[src/rtl/debug_pkg.sv]
// Shared definitions for the debug dump path: FSM state encoding, section
// codes and dump geometry.
package debug_pkg;

    typedef enum logic [2:0] {
        IDLE    = 3'd0,
        LOAD_PC = 3'd1,
        RD_REQ  = 3'd2,
        RD_CAP  = 3'd3,
        SEND    = 3'd4,
        WAIT_TX = 3'd5,
        NEXT    = 3'd6,
        FINISH  = 3'd7
    } dump_state_t;

    typedef enum logic [1:0] {
        SEC_PC  = 2'd0,
        SEC_REG = 2'd1,
        SEC_MEM = 2'd2
    } section_t;

    localparam int BYTES_PER_WORD   = 4;
    localparam int TOTAL_DUMP_BYTES = BYTES_PER_WORD * (1 + 32 + 32);

endpackage

[src/rtl/word_byte_sender.sv]
// Serialises one word onto the UART TX handshake, LSB first, and pulses
// word_sent once the last byte has been shifted out.
module word_byte_sender
    import debug_pkg::*;
#(
    parameter int DATA_WIDTH = 32,
    parameter int BYTE_WIDTH = 8
) (
    input  logic                  clock,
    input  logic                  reset,
    input  logic                  load,
    input  logic [DATA_WIDTH-1:0] word_in,
    input  logic                  tx_available,
    input  logic                  tx_done,
    output logic [BYTE_WIDTH-1:0] tx_byte,
    output logic                  tx_signal,
    output logic                  word_sent
);

    dump_state_t           state;
    logic [DATA_WIDTH-1:0] word;
    logic [1:0]            byte_idx;

    // Byte loop: only IDLE, SEND and WAIT_TX of the shared encoding are used here.
    always_ff @(posedge clock) begin
        if (!reset) begin
            state     <= IDLE;
            word      <= '0;
            byte_idx  <= 2'd0;
            tx_byte   <= '0;
            tx_signal <= 1'b0;
            word_sent <= 1'b0;
        end else begin
            tx_signal <= 1'b0;
            word_sent <= 1'b0;
            case (state)
                IDLE: begin
                    if (load) begin
                        word     <= word_in;
                        byte_idx <= 2'd0;
                        state    <= SEND;
                    end
                end
                SEND: begin
                    if (tx_available) begin
                        tx_byte   <= word[BYTE_WIDTH-1:0];
                        tx_signal <= 1'b1;
                        state     <= WAIT_TX;
                    end
                end
                WAIT_TX: begin
                    // tx_done outside this state is deliberately ignored
                    if (tx_done) begin
                        if (byte_idx != 2'(BYTES_PER_WORD - 1)) begin
                            word     <= word >> BYTE_WIDTH;
                            byte_idx <= byte_idx + 2'd1;
                            state    <= SEND;
                        end else begin
                            word_sent <= 1'b1;
                            state     <= IDLE;
                        end
                    end
                end
                default: state <= IDLE;
            endcase
        end
    end

endmodule

[src/rtl/debug_dump_tx.sv]
// Streams PC, registers 0..N_REGS-1 and memory words 0..N_MEM-1 of the halted
// core to the UART; the byte loop itself lives in word_byte_sender.
module debug_dump_tx
    import debug_pkg::*;
#(
    parameter int DATA_WIDTH      = 32,
    parameter int DATA_WIDTH_UART = 8,
    parameter int N_REGS          = 32,
    parameter int N_MEM           = 32,
    parameter int ADDR_WIDTH      = 5
) (
    input  logic                       i_clock,
    input  logic                       i_reset,
    input  logic                       i_start,
    input  logic [DATA_WIDTH-1:0]      i_pc,
    output logic [ADDR_WIDTH-1:0]      o_reg_addr,
    output logic                       o_reg_rd,
    input  logic [DATA_WIDTH-1:0]      i_reg_data,
    output logic [ADDR_WIDTH-1:0]      o_mem_addr,
    output logic                       o_mem_rd,
    input  logic [DATA_WIDTH-1:0]      i_mem_data,
    input  logic                       i_tx_available,
    input  logic                       i_tx_done,
    output logic [DATA_WIDTH_UART-1:0] o_tx_byte,
    output logic                       o_tx_signal,
    output logic                       o_busy,
    output logic                       o_done
);

    dump_state_t           state;
    section_t              section;
    logic [ADDR_WIDTH-1:0] idx;
    logic                  load;
    logic [DATA_WIDTH-1:0] load_word;
    logic                  word_sent;

    word_byte_sender #(
        .DATA_WIDTH (DATA_WIDTH),
        .BYTE_WIDTH (DATA_WIDTH_UART)
    ) u_sender (
        .clock        (i_clock),
        .reset        (i_reset),
        .load         (load),
        .word_in      (load_word),
        .tx_available (i_tx_available),
        .tx_done      (i_tx_done),
        .tx_byte      (o_tx_byte),
        .tx_signal    (o_tx_signal),
        .word_sent    (word_sent)
    );

    // Section/index sequencer; SEND here means "word handed to the sender, awaiting word_sent".
    always_ff @(posedge i_clock) begin
        if (!i_reset) begin
            state      <= IDLE;
            section    <= SEC_PC;
            idx        <= '0;
            load       <= 1'b0;
            load_word  <= '0;
            o_reg_addr <= '0;
            o_reg_rd   <= 1'b0;
            o_mem_addr <= '0;
            o_mem_rd   <= 1'b0;
            o_busy     <= 1'b0;
            o_done     <= 1'b0;
        end else begin
            load     <= 1'b0;
            o_reg_rd <= 1'b0;
            o_mem_rd <= 1'b0;
            o_done   <= 1'b0;
            case (state)
                IDLE: begin
                    if (i_start) begin
                        o_busy <= 1'b1;
                        state  <= LOAD_PC;
                    end
                end
                LOAD_PC: begin
                    section   <= SEC_PC;
                    load_word <= i_pc;
                    load      <= 1'b1;
                    state     <= SEND;
                end
                RD_REQ: state <= RD_CAP;
                RD_CAP: begin
                    // read data is valid in the cycle after the strobe
                    load_word <= (section == SEC_REG) ? i_reg_data : i_mem_data;
                    load      <= 1'b1;
                    state     <= SEND;
                end
                SEND: begin
                    if (word_sent) begin
                        state <= NEXT;
                    end
                end
                NEXT: begin
                    case (section)
                        SEC_PC: begin
                            section    <= SEC_REG;
                            idx        <= '0;
                            o_reg_addr <= '0;
                            o_reg_rd   <= 1'b1;
                            state      <= RD_REQ;
                        end
                        SEC_REG: begin
                            if (idx != ADDR_WIDTH'(N_REGS - 1)) begin
                                idx        <= idx + ADDR_WIDTH'(1);
                                o_reg_addr <= idx + ADDR_WIDTH'(1);
                                o_reg_rd   <= 1'b1;
                            end else begin
                                section    <= SEC_MEM;
                                idx        <= '0;
                                o_mem_addr <= '0;
                                o_mem_rd   <= 1'b1;
                            end
                            state <= RD_REQ;
                        end
                        SEC_MEM: begin
                            if (idx != ADDR_WIDTH'(N_MEM - 1)) begin
                                idx        <= idx + ADDR_WIDTH'(1);
                                o_mem_addr <= idx + ADDR_WIDTH'(1);
                                o_mem_rd   <= 1'b1;
                                state      <= RD_REQ;
                            end else begin
                                o_done <= 1'b1;
                                state  <= FINISH;
                            end
                        end
                        default: state <= IDLE;
                    endcase
                end
                FINISH: begin
                    o_busy <= 1'b0;
                    state  <= IDLE;
                end
                default: state <= IDLE;
            endcase
        end
    end

endmodule

[config.mk]
export PLATFORM = sky130hd
export DESIGN_NAME = debug_dump_tx
export DESIGN_NICKNAME = d
export VERILOG_FILES = /design/src/rtl/debug_pkg.sv /design/src/rtl/word_byte_sender.sv /design/src/rtl/debug_dump_tx.sv
export SDC_FILE = /design/constraint.sdc
export NUM_CORES = 1
export LEC_CHECK = 0
export CORE_MARGIN = 2
export CORE_UTILIZATION = 40
export DETAILED_ROUTE_END_ITERATION = 10
export MAX_ROUTING_LAYER = met4
export PLACE_DENSITY = 0.68
export SLEW_MARGIN = 20
export SYNTH_ARGS = -nofsm -noshare
export SYNTH_HDL_FRONTEND = slang
export SYNTH_SLANG_ARGS = --single-unit
[constraint.sdc]
create_clock -name i_clock -period 2.5 [get_ports i_clock]
set_clock_uncertainty 0.2 [all_clocks]
set_input_delay 0.5 -clock i_clock [delete_from_list [all_inputs] [get_ports i_clock]]
set_output_delay 0.5 -clock i_clock [all_outputs]
set_load 0.01 [all_outputs]
==> run summary, run 1 <==
Of the post-synthesis cell area, the dominant cell type holds 0.428. The largest total area in the synthesized netlist belongs to sky130_fd_sc_hd__dfxtp_1. Setup repair after global routing left no endpoint under its margin. In the final routed layout, each cell accounts on average for 14.1 um.

The post-synthesis cell area is 4810 um^2. In this run the critical register-to-register path is captured at idx[2]. The number of setup violations in the final report came out at 0. The startpoint identified for the worst hold timing path is load_word[30]. The share of the yosys chip area belonging to registers came out at 0.428. At the pin with the least slew margin, the transition time is 0.625 ns. The synthesized netlist contains 43 unique library cells. Counting every sink on the clock net gives 103. The count of standard-cell rows came out at 40. The count of instances resized after the clock tree is built came out at 0. The kind of start point of the critical path is a flop.

The static leakage came out at 2.17 nW. The aggregate routed wire length is 11700 um. The wire length of the first global-routing pass came out at 19700 um. The height of the die is 114 um.

Entering global routing, the biggest net connects 76 pins. In this run the deepest clock path goes through 2 buffers. The layout net count came out at 784. The number of buffer cells added on primary ports is 123. For this run the aggregate overflow at the end of global routing stands at 0.

Signal routing reaches up to met4. The maximum net fanout on the critical path is 8. The via count of the first global-routing pass is 4268.

STA classifies the critical path endpoint as a flop. The clock reaches the later pin of the worst-skew pair after 0.34 ns. Of the available clock period, the critical path in the final layout requires 0.906. The count of antenna diodes in the layout came out at 0. The worst register-to-register path begins at idx[0]. The proportion of register bits with asynchronous set or reset after synthesis came out at 0. The starting density of the core came out at 0.406. The total die area is 12900 um^2. The total length of routed met3 wires is 514 um. The via count is 4433. The kind of critical path is reg2reg. The count of hold-fix buffers inserted at cts came out at 0. The first routing iteration left 282 violations. Clock-pin slew was measured on the worst setup and hold paths at 0.07 ns. The average cell area after synthesis is 8.33 um^2. CTS placed an instance of sky130_fd_sc_hd__clkbuf_16 at the clock tree root. The core area came out at 11900 um^2.

In this run the horizontal extent of the chip is 114 um. For this run, the number of Yosys warnings is 0. The final total negative setup slack came out at 0 ns. The cell count after synthesis is 578. The number of primary I/O pins came out at 124.

The internal reg-to-reg setup slack is 0.23 ns. Post-CTS timing repair inserted 0 buffers for setup. The most used flip-flop cell after synthesis is sky130_fd_sc_hd__dfxtp_1. The number of instances on the worst hold path came out at 2.

The end point of the most critical hold path is load_word[30]. Data on the critical path is required at its endpoint by 2.57 ns. The flow ran to the end, and the final reports show no timing, DRC or antenna violations. The wire length on met1 came out at 5260 um. The final HPWL from detailed placement is 8540 um. The total routing resource utilization after global routing is 0.192. At the placement stage, the worst setup path has a slack of 0.0655 ns. TritonCTS built the clock tree. Once routing completed, OpenROAD measured the worst setup slack at 0.235 ns. STA puts the critical path data arrival time at 2.33 ns. Yosys attributes the largest share of cell area to sky130_fd_sc_hd__dfxtp_1 43%, sky130_fd_sc_hd__mux2i_1 8.5%, sky130_fd_sc_hd__nand2_1 8.5%. Max-cap violations in this run came to 0.

The peak ir drop on the vdd network is 0.000393 V. The headroom to the max-slew limit is 0.582. The depth of the worst register-to-register path is 7. The area growth from synthesis to layout is 34.1%. The first-pass detailed-route iteration total is 4.

The total CTS buffers is 9. The routability congestion estimate from global placement is 0.783. The number of nets handed over by synthesis was 687.

The antenna violation net count after detailed routing came out at 0. Leaving out fill and tap cells, the most frequent cell in the layout is sky130_fd_sc_hd__clkdlybuf4s50_1. Counting the fill cells in the layout gives 1093.

The maximum frequency from static timing analysis came out at 441 MHz. In this run the worst hold path is classified as reg2reg. The detailed route wirelength on metal2 is 5670 um. After synthesis the netlist holds a flip-flop and latch count of 103. The initial antenna violation count came out at 0. The library cells used most frequently in the layout, excluding fill and tap cells, are 123 x sky130_fd_sc_hd__clkdlybuf4s50_1, 109 x sky130_fd_sc_hd__nand2_1, 102 x sky130_fd_sc_hd__dfxtp_1, 58 x sky130_fd_sc_hd__nor2_1, 55 x sky130_fd_sc_hd__a21oi_1. The post-detailed-route DRC marker count is 0. The fraction of layout cells with a size suffix above 1 came out at 0.0588. The synthesized design contains 0 enable-type register cells.

In this run the power density over the cells is 746 nW/um^2. CTS built an H-tree with a depth of 3. The final-report max-slew violation count is 0.

The final hold violation count is 0. The detailed-route vias per instance is 5.36. The worst path in the final design needs a cycle of 2.27 ns, including I/O delays and setup.
[layout make-up]
class | count | area [um^2] | share of cell area
multi-input combinational | 418 | 2490 | 0.386
sequential | 103 | 2060 | 0.320
timing repair buffer | 138 | 1390 | 0.216
clock buffer | 10 | 229 | 0.0355
tap | 147 | 184 | 0.0285
clock inverter | 6 | 76.3 | 0.0118
inverter | 5 | 18.8 | 0.00291
[synth_stat cells, types with 3 or more instances]
library cell / n
sky130_fd_sc_hd__nand2_1: 109
sky130_fd_sc_hd__dfxtp_1: 103
sky130_fd_sc_hd__nor2_1: 58
sky130_fd_sc_hd__a21oi_1: 55
sky130_fd_sc_hd__mux2i_1: 41
sky130_fd_sc_hd__o211ai_1: 34
sky130_fd_sc_hd__nand3_1: 33
sky130_fd_sc_hd__a311oi_1: 24
sky130_fd_sc_hd__buf_2: 19
sky130_fd_sc_hd__clkbuf_1: 16
sky130_fd_sc_hd__buf_4: 9
sky130_fd_sc_hd__ha_1: 8
sky130_fd_sc_hd__nor3b_1: 8
sky130_fd_sc_hd__buf_1: 7
sky130_fd_sc_hd__inv_1: 5
sky130_fd_sc_hd__nand2b_1: 5
sky130_fd_sc_hd__nand3b_1: 5
sky130_fd_sc_hd__nand4_1: 3
sky130_fd_sc_hd__nor2b_1: 3
sky130_fd_sc_hd__o21a_1: 3
sky130_fd_sc_hd__o21ai_0: 3
[through the flow]
stage	hold WS [ns]	total power, mW	cells	util	area (um^2)
2_1_floorplan	0.232	2.99	578	-	4810
3_3_place_gp	0.244	3.38	811	0.518	6150
3_5_place_dp	0.245	3.43	811	0.518	6150
4_1_cts	0.256	4.86	827	0.544	6450
5_1_grt	0.282	5.12	827	0.544	6450
6_report	0.254	4.81	827	0.544	6450
[routing by layer]
layer | vias to the layer above | track usage
li1 | 2242 | -
met1 | 2051 | 0.240
met2 | 120 | 0.318
met3 | 20 | 0.0260
met4 | 0 | 0.0732
met5 | - | -
[report_power, final]
part,switching (mW),internal [mW]
clock,0.641,0.795
sequential,0.191,1.91
combinational,0.689,0.590
total,1.52,3.29
[kinds of logic (layout without fill, tap and decap cells)]
family / after synthesis / count (layout) / share of synthesized area
compound gates: 132 / 132 / 0.185
xor+xnor: 1 / 1 / 0.00182
fa+ha+maj: 8 / 8 / 0.0208
buf+inv: 57 / 159 / 0.0580
flops: 103 / 103 / 0.428
mux: 41 / 41 / 0.0852
simple gates: 236 / 236 / 0.221
[sequential cells by signal, indices dropped and copies added, names as in the netlist]
signal	cells
o_reg_addr	5
u_sender.byte_idx	2
o_busy	1
load	1
o_reg_rd	1
u_sender.word	32
u_sender.state	2
o_mem_addr	5
idx	5
o_mem_rd	1
load_word	32
o_done	1
section	2
u_sender.word_sent	1
u_sender.tx_byte	8
state	3
u_sender.tx_signal	1
[worst max-delay path: stages, from the launching register on]
cell                       delay [ns]
sky130_fd_sc_hd__dfxtp_1         0.37
sky130_fd_sc_hd__ha_1            0.29
sky130_fd_sc_hd__and3_1          0.22
sky130_fd_sc_hd__ha_1            0.23
sky130_fd_sc_hd__nand2_1         0.11
sky130_fd_sc_hd__nor3b_4         0.36
sky130_fd_sc_hd__o211ai_2        0.21
sky130_fd_sc_hd__o22ai_1         0.20
[how the worst max path moves through the flow]
stage | depth (start not counted) | end | startpoint
final | 7 | idx[2] | idx[0]
after global routing | 7 | idx[2] | idx[0]
after CTS | 7 | idx[2] | idx[0]
after detailed placement | 6 | u_sender.word[18] | i_tx_done
after global placement | 6 | u_sender.word[17] | i_tx_done
after floorplan | 7 | idx[0] | idx[0]
(Power assumes the default switching activity.)
==> inputs of run 2 (changes only) <==
- CAP_MARGIN: unset -> 20
==> results of run 2 <==
The final DEF is identical to that of run 1; final timing and power are the same.
